[config.mk]
export PLATFORM = sky130hd
export DESIGN_NAME = aes_axi_seq_master
export DESIGN_NICKNAME = d
export VERILOG_FILES = /design/src/rtl/aes_axi_seq_master.sv
export SDC_FILE = /design/constraint.sdc
export NUM_CORES = 1
export LEC_CHECK = 0
export CELL_PAD_IN_SITES_DETAIL_PLACEMENT = 0
export CELL_PAD_IN_SITES_GLOBAL_PLACEMENT = 1
export CORE_MARGIN = 3
export CORE_UTILIZATION = 36
export DETAILED_ROUTE_END_ITERATION = 6
export PLACE_DENSITY = 0.78
export RECOVER_POWER = 100
export SETUP_SLACK_MARGIN = 0.4
export SLEW_MARGIN = 20
export SYNTH_ARGS = -nofsm -noshare
export SYNTH_HDL_FRONTEND = slang
export SYNTH_SLANG_ARGS = --single-unit
[constraint.sdc]
create_clock -name ACLK -period 17.5 [get_ports ACLK]
set_input_delay 2.625 -clock ACLK [delete_from_list [all_inputs] [get_ports ACLK]]
set_output_delay 2.625 -clock ACLK [all_outputs]
set_load 0.05 [all_outputs]
[src/rtl/aes_axi_seq_master.sv]
`default_nettype none
// ============================================================================
// Module  : aes_axi_seq_master
// Brief   : AXI4-Lite master that drives one AES-128 job on the AES IP slave.
//           It loads the key and plaintext, starts the core, polls for done,
//           reads the ciphertext back and returns it (or an error) on a
//           valid/ready response port.
// Revision: 1.0 - initial release
// ============================================================================
module aes_axi_seq_master #(
  parameter logic [31:0] BASE_ADDR = 32'h0000_0000,
  parameter int unsigned POLL_MAX  = 1024
) (
  input  logic         ACLK,
  input  logic         ARST,
  // job request
  input  logic         req_valid,
  output logic         req_ready,
  input  logic [127:0] req_key,
  input  logic [127:0] req_data,
  // job response
  output logic         rsp_valid,
  input  logic         rsp_ready,
  output logic [127:0] rsp_data,
  output logic         rsp_err,
  // AXI4-Lite write channels
  output logic [31:0]  AWADDR,
  output logic         AWVALID,
  input  logic         AWREADY,
  output logic [31:0]  WDATA,
  output logic [3:0]   WSTRB,
  output logic         WVALID,
  input  logic         WREADY,
  input  logic [1:0]   BRESP,
  input  logic         BVALID,
  output logic         BREADY,
  // AXI4-Lite read channels
  output logic [31:0]  ARADDR,
  output logic         ARVALID,
  input  logic         ARREADY,
  input  logic [31:0]  RDATA,
  input  logic [1:0]   RRESP,
  input  logic         RVALID,
  output logic         RREADY
);

  localparam int unsigned      c_PW        = $clog2(POLL_MAX + 1);
  localparam logic [c_PW-1:0]  c_POLL_LAST = c_PW'(POLL_MAX - 1);
  localparam logic [c_PW-1:0]  c_POLL_ONE  = c_PW'(1);

  localparam logic [31:0] c_OFF_KEY  = 32'h0000_0000;
  localparam logic [31:0] c_OFF_DIN  = 32'h0000_0010;
  localparam logic [31:0] c_OFF_CTRL = 32'h0000_0020;
  localparam logic [31:0] c_OFF_STAT = 32'h0000_0024;
  localparam logic [31:0] c_OFF_DOUT = 32'h0000_0030;

  typedef enum logic [2:0] {
    S_IDLE    = 3'd0,
    S_WR_KEY  = 3'd1,
    S_WR_DIN  = 3'd2,
    S_WR_CTRL = 3'd3,
    S_POLL    = 3'd4,
    S_RD_DOUT = 3'd5,
    S_RSP     = 3'd6
  } state_t;

  state_t r_state;
  state_t w_state_next;

  logic [127:0]    r_key;
  logic [127:0]    r_din;
  logic [127:0]    r_dout;
  logic            r_err;
  logic [1:0]      r_idx;        // word index within KEY/DIN/DOUT
  logic            r_resp_phase; // 0: address/data phase, 1: waiting for B/R
  logic            r_aw_done;
  logic            r_w_done;
  logic [c_PW-1:0] r_poll_cnt;
  logic            r_req_ready;

  logic        w_is_wr, w_is_rd, w_last_word;
  logic        w_req_hs, w_aw_hs, w_w_hs, w_b_hs, w_ar_hs, w_r_hs;
  logic        w_b_err, w_r_err;
  logic [31:0] w_wr_off, w_rd_off, w_wdata;

  assign w_is_wr     = (r_state == S_WR_KEY) || (r_state == S_WR_DIN) || (r_state == S_WR_CTRL);
  assign w_is_rd     = (r_state == S_POLL) || (r_state == S_RD_DOUT);
  assign w_last_word = (r_idx == 2'd3);

  // AXI channel outputs follow directly from the registered transaction phase
  assign AWVALID = w_is_wr & ~r_resp_phase & ~r_aw_done;
  assign WVALID  = w_is_wr & ~r_resp_phase & ~r_w_done;
  assign BREADY  = w_is_wr &  r_resp_phase;
  assign ARVALID = w_is_rd & ~r_resp_phase;
  assign RREADY  = w_is_rd &  r_resp_phase;
  assign AWADDR  = w_is_wr ? (BASE_ADDR + w_wr_off) : 32'h0;
  assign WDATA   = w_is_wr ? w_wdata : 32'h0;
  assign WSTRB   = 4'hF;
  assign ARADDR  = w_is_rd ? (BASE_ADDR + w_rd_off) : 32'h0;

  assign req_ready = r_req_ready;
  assign rsp_valid = (r_state == S_RSP);
  assign rsp_data  = rsp_valid ? r_dout : 128'h0;
  assign rsp_err   = rsp_valid & r_err;

  assign w_req_hs = req_valid & r_req_ready & (r_state == S_IDLE);
  assign w_aw_hs  = AWVALID & AWREADY;
  assign w_w_hs   = WVALID & WREADY;
  assign w_b_hs   = BREADY & BVALID;
  assign w_ar_hs  = ARVALID & ARREADY;
  assign w_r_hs   = RREADY & RVALID;
  assign w_b_err  = (BRESP != 2'b00);
  assign w_r_err  = (RRESP != 2'b00);

  // Register offsets and write data for the current step
  always_comb begin
    w_wr_off = c_OFF_CTRL;
    w_rd_off = c_OFF_STAT;
    w_wdata  = 32'h0000_0001;
    case (r_state)
      S_WR_KEY: begin
        w_wr_off = c_OFF_KEY | {28'h0, r_idx, 2'b00};
        w_wdata  = r_key[{r_idx, 5'b0} +: 32];
      end
      S_WR_DIN: begin
        w_wr_off = c_OFF_DIN | {28'h0, r_idx, 2'b00};
        w_wdata  = r_din[{r_idx, 5'b0} +: 32];
      end
      S_RD_DOUT: w_rd_off = c_OFF_DOUT | {28'h0, r_idx, 2'b00};
      default: ;
    endcase
  end

  // Next-state logic: advance on each B/R handshake, abort to RSP on error
  always_comb begin
    w_state_next = r_state;
    case (r_state)
      S_IDLE:    if (w_req_hs) w_state_next = S_WR_KEY;
      S_WR_KEY:  if (w_b_hs) w_state_next = w_b_err ? S_RSP : (w_last_word ? S_WR_DIN : S_WR_KEY);
      S_WR_DIN:  if (w_b_hs) w_state_next = w_b_err ? S_RSP : (w_last_word ? S_WR_CTRL : S_WR_DIN);
      S_WR_CTRL: if (w_b_hs) w_state_next = w_b_err ? S_RSP : S_POLL;
      S_POLL: begin
        if (w_r_hs) begin
          if (w_r_err)                         w_state_next = S_RSP;
          else if (RDATA[0])                   w_state_next = S_RD_DOUT;
          else if (r_poll_cnt == c_POLL_LAST)  w_state_next = S_RSP;
        end
      end
      S_RD_DOUT: if (w_r_hs) w_state_next = (w_r_err || w_last_word) ? S_RSP : S_RD_DOUT;
      S_RSP:     if (rsp_ready) w_state_next = S_IDLE;
      default:   w_state_next = S_IDLE;
    endcase
  end

  // State register
  always_ff @(posedge ACLK or posedge ARST) begin
    if (ARST) r_state <= S_IDLE;
    else      r_state <= w_state_next;
  end

  // Job operands, transaction phase tracking, poll counter and result capture
  always_ff @(posedge ACLK or posedge ARST) begin
    if (ARST) begin
      r_key        <= 128'h0;
      r_din        <= 128'h0;
      r_dout       <= 128'h0;
      r_err        <= 1'b0;
      r_idx        <= 2'd0;
      r_resp_phase <= 1'b0;
      r_aw_done    <= 1'b0;
      r_w_done     <= 1'b0;
      r_poll_cnt   <= '0;
      r_req_ready  <= 1'b0;
    end else begin
      r_req_ready <= (w_state_next == S_IDLE);

      if (w_req_hs) begin
        r_key        <= req_key;
        r_din        <= req_data;
        r_dout       <= 128'h0;
        r_err        <= 1'b0;
        r_idx        <= 2'd0;
        r_resp_phase <= 1'b0;
        r_aw_done    <= 1'b0;
        r_w_done     <= 1'b0;
        r_poll_cnt   <= '0;
      end

      // AW and W may complete in different cycles; wait for both
      if (w_is_wr && !r_resp_phase) begin
        if (w_aw_hs) r_aw_done <= 1'b1;
        if (w_w_hs)  r_w_done  <= 1'b1;
        if ((r_aw_done || w_aw_hs) && (r_w_done || w_w_hs)) begin
          r_resp_phase <= 1'b1;
          r_aw_done    <= 1'b0;
          r_w_done     <= 1'b0;
        end
      end

      if (w_is_rd && !r_resp_phase && w_ar_hs) r_resp_phase <= 1'b1;

      // Word index restarts whenever the step changes
      if (w_b_hs || w_r_hs) begin
        r_resp_phase <= 1'b0;
        r_idx        <= (w_state_next == r_state) ? r_idx + 2'd1 : 2'd0;
      end

      if (w_b_hs && w_b_err) begin
        r_err  <= 1'b1;
        r_dout <= 128'h0;
      end

      if (w_r_hs) begin
        if (w_r_err) begin
          r_err  <= 1'b1;
          r_dout <= 128'h0;
        end else if (r_state == S_POLL) begin
          if (!RDATA[0]) begin
            r_poll_cnt <= r_poll_cnt + c_POLL_ONE;
            if (r_poll_cnt == c_POLL_LAST) begin
              r_err  <= 1'b1;
              r_dout <= 128'h0;
            end
          end
        end else begin
          r_dout[{r_idx, 5'b0} +: 32] <= RDATA;
        end
      end
    end
  end

endmodule
`default_nettype wire

==> results_dict.tcl <==
set metrics [dict create \
    status "finished with violations" \
    violations "capacitance limit, slew limit" \
    yosysMostFrequentCell "nand2_1" \
    cts_resized 0 \
    grtUsageMet2_pct 38.8 \
    synth_enable_flop_cells 0 \
    fin_tns_setup_ns 0 \
    r2r_slack_ns 9.34 \
    grt_use_met1_pct 27.7 \
    ys_seq_area_share_pct 54.0 \
    worstHoldStart "r_poll_cnt[10]" \
    maxCapViolations 14 \
    setup_violations 0 \
    port_buffers 476 \
    firstDrtPassIters 5 \
    dr_total_vias 15400 \
    cp_max_fo 98 \
    use_met3_pct 7.53 \
    layoutNonFillerInstCount 3066 \
    io_pins 537 \
    skew_ns 0.0235 \
    fmax_mhz 101 \
    synth_cells 1932 \
    r2r-end "r_key[109]" \
    grt.total_usage_pct 22.8 \
    gp_congestion 0.848 \
    grt_pass1_wl_um 95100 \
    wl_per_cell_um 20.8 \
    synth.cell_area_um2 18800 \
    synth_seq_cells 405 \
    htree_levels 2 \
    critPathCaptureType "flop" \
    yosysUniqueCellTypes 54 \
    rsz0062_at_grt "no" \
    dp_slack_ns 11.17 \
    gr-total-overflow 0 \
    nets 2652 \
    worstRegToRegCells 7 \
    core-area_um2 51400 \
    fin_ws_ns 7.64 \
    clkSinkCount 405 \
    timing.slew.headroom_pct -270 \
    cts_root_buffer "clkbuf_16" \
    synth_common_cells "nand2_1 (847), dfrtp_1 (405), a22o_1 (132), and2_1 (132), clkbuf_1 (85)" \
    hold_slack_ns 0.469 \
    die_h_um 234 \
    clock_path_buffers 3 \
    min_path_cells 1 \
    hp-class "reg -> reg" \
    worstPathCellList "dlygate4sd3_1 -> nand4_1 -> clkbuf_1 -> clkbuf_1 -> buf_4 -> nand2_1 -> nand2_1" \
    yosysWarnings 0 \
    crit_path_top_delay_cell "clkbuf_1" \
    yosys_most_used_dff "dfrtp_1" \
    detail_route.wirelength_um 63700 \
    syn_avg_cell_area_um2 9.71 \
    initial_utilization_pct 36.5 \
    total_power_uw 3750 \
    grt_pass1_vias 15800 \
    hold_path_end "r_poll_cnt[10]" \
    drive_above_1_share_pct 6.85 \
    cts_setup_buffers 0 \
    worst_skew_pair.late_latency_ns 0.57 \
    synth.area.top_cells "dfrtp_1 (54%), nand2_1 (17%), mux4_2 (7.7%)" \
    powerDensity_nw_per_um2 148 \
    drt_iter0_markers 1013 \
    cts_buffers 45 \
    post-route-period-util_pct 56.4 \
    dp_cells 2977 \
    ir_worst_vdd_v 0.000156 \
    min_period_ns 9.86 \
    rows 83 \
    cp.required_ns 17.99 \
    antenna_left 0 \
    clkTransAtPathRegs_ns 0.06 \
    worst_pin_slew_ns 5.52 \
    drc 0 \
    busiest_layer "met2" \
    die_width_um 234 \
    netlist.area_leader.share_pct 54.0 \
    slew_viol_final 835 \
    cts_tree "built" \
    criticalPathCategory "in -> reg" \
    hpwl_um 45300 \
    hold_viol 0 \
    slowest_delay_ns 2.94 \
    fillCellCount 4834 \
    cp.arrival_ns 10.36 \
    antenna_found_initial 22 \
    worstSetupStartpointType "input port" \
    die-area_um2 54900 \
    ys_async_sr_fraction_pct 100 \
    worstReg2RegStart "r_state[2]" \
    yosysTopAreaCell "dfrtp_1" \
    grt_max_degree 220 \
    cts_hold_buf 0 \
    area_delta_synth_final_pct 34.9 \
    vias_per_cell 5.03 \
    p_leak_uw 0.0125 \
]
[metrics by stage]
stage	util, %	instance area [um2]
finish	49.2	25300
global route	49.2	25300
CTS	49.3	25400
detailed placement	46.3	23800
global placement	46.3	23800
floorplan	-	19000
[where the power goes]
| group | total (uW) | leakage [uW] | internal, uW | switching [uW] |
|---|---|---|---|---|
| Combinational | 1350 | 0.00649 | 500 | 848 |
| Sequential | 1430 | 0.00528 | 1220 | 207 |
| Clock | 976 | 0.000767 | 586 | 390 |
| Total | 3750 | 0.0125 | 2310 | 1450 |
[per-layer routing]
layer / vias to the layer above / routed length (um)
met5: - / 248
met4: 34 / 1810
met3: 118 / 5650
met2: 536 / 31300
met1: 7641 / 24800
li1: 7087 / -
[critical path: cells and delay by family]
| kind | cells | cell delay, ns |
|---|---|---|
| buffers and inverters | 4 | 7.06 |
| AND/OR/NAND/NOR | 3 | 0.46 |
[flip-flops by register name, summed over array words and instances, names as in the netlist, 2 cells and up]
| signal | count |
|---|---|
| r_din | 128 |
| r_dout | 128 |
| r_key | 128 |
| r_poll_cnt | 11 |
| r_state | 3 |
| r_idx | 2 |
[how the worst max path moves through the flow]
stage	from	slack (ns)	endpoint
after CTS	r_state[1]	10.56	WDATA[28]
after global routing	ARST	6.34	r_din[53]
after floorplan	ARST	3.61	r_aw_done
final	req_valid	7.64	r_key[109]
after global placement	r_state[2]	11.19	WDATA[28]
after detailed placement	r_state[1]	11.17	WDATA[28]
[final cells by class]
cell class	count	area, um2	share of cell area (%)
diodes	6	15.0	0.0593
clock buffers	69	1380	5.44
clock inverters	14	160	0.633
inverters	5	20.0	0.0791
multi-input cells	1389	7850	31.0
flip-flops and latches	405	10100	40.0
well taps	680	851	3.36
repair buffers	498	4900	19.4
[cells by family after synthesis]
group	share of synthesized area [%]
compound gates	8.20
flops	54.0
buf+inv	5.45
other cells	0.0400
simple gates	23.9
fa+ha+maj	0.467
xor+xnor	0.140
mux	7.79
[cells in the final DEF (no fill, tap or decap), types with 2 or more instances in the layout]
| master | instances |
|---|---|
| a211o_1 | 2 |
| a21oi_1 | 40 |
| a22o_1 | 132 |
| a31oi_1 | 2 |
| and2_1 | 132 |
| and3_1 | 4 |
| and3b_1 | 3 |
| and4_1 | 3 |
| buf_4 | 11 |
| bufinv_16 | 3 |
| clkbuf_1 | 18 |
| clkbuf_16 | 45 |
| clkbuf_8 | 16 |
| clkdlybuf4s50_1 | 301 |
| clkinv_2 | 7 |
| conb_1 | 60 |
| dfrtp_1 | 405 |
| diode_2 | 6 |
| dlygate4sd3_1 | 175 |
| ha_1 | 7 |
| inv_1 | 3 |
| inv_6 | 3 |
| mux2i_1 | 2 |
| mux4_2 | 64 |
| nand2_1 | 847 |
| nand2b_1 | 3 |
| nand3_1 | 6 |
| nand4_1 | 9 |
| nor2_1 | 18 |
| nor2_2 | 4 |
| nor3_1 | 5 |
| nor3b_1 | 3 |
| o21ai_0 | 9 |
| o21bai_1 | 2 |
| or3_1 | 3 |
| xor2_1 | 3 |
Note: power is estimated with default switching activity, not from simulation.
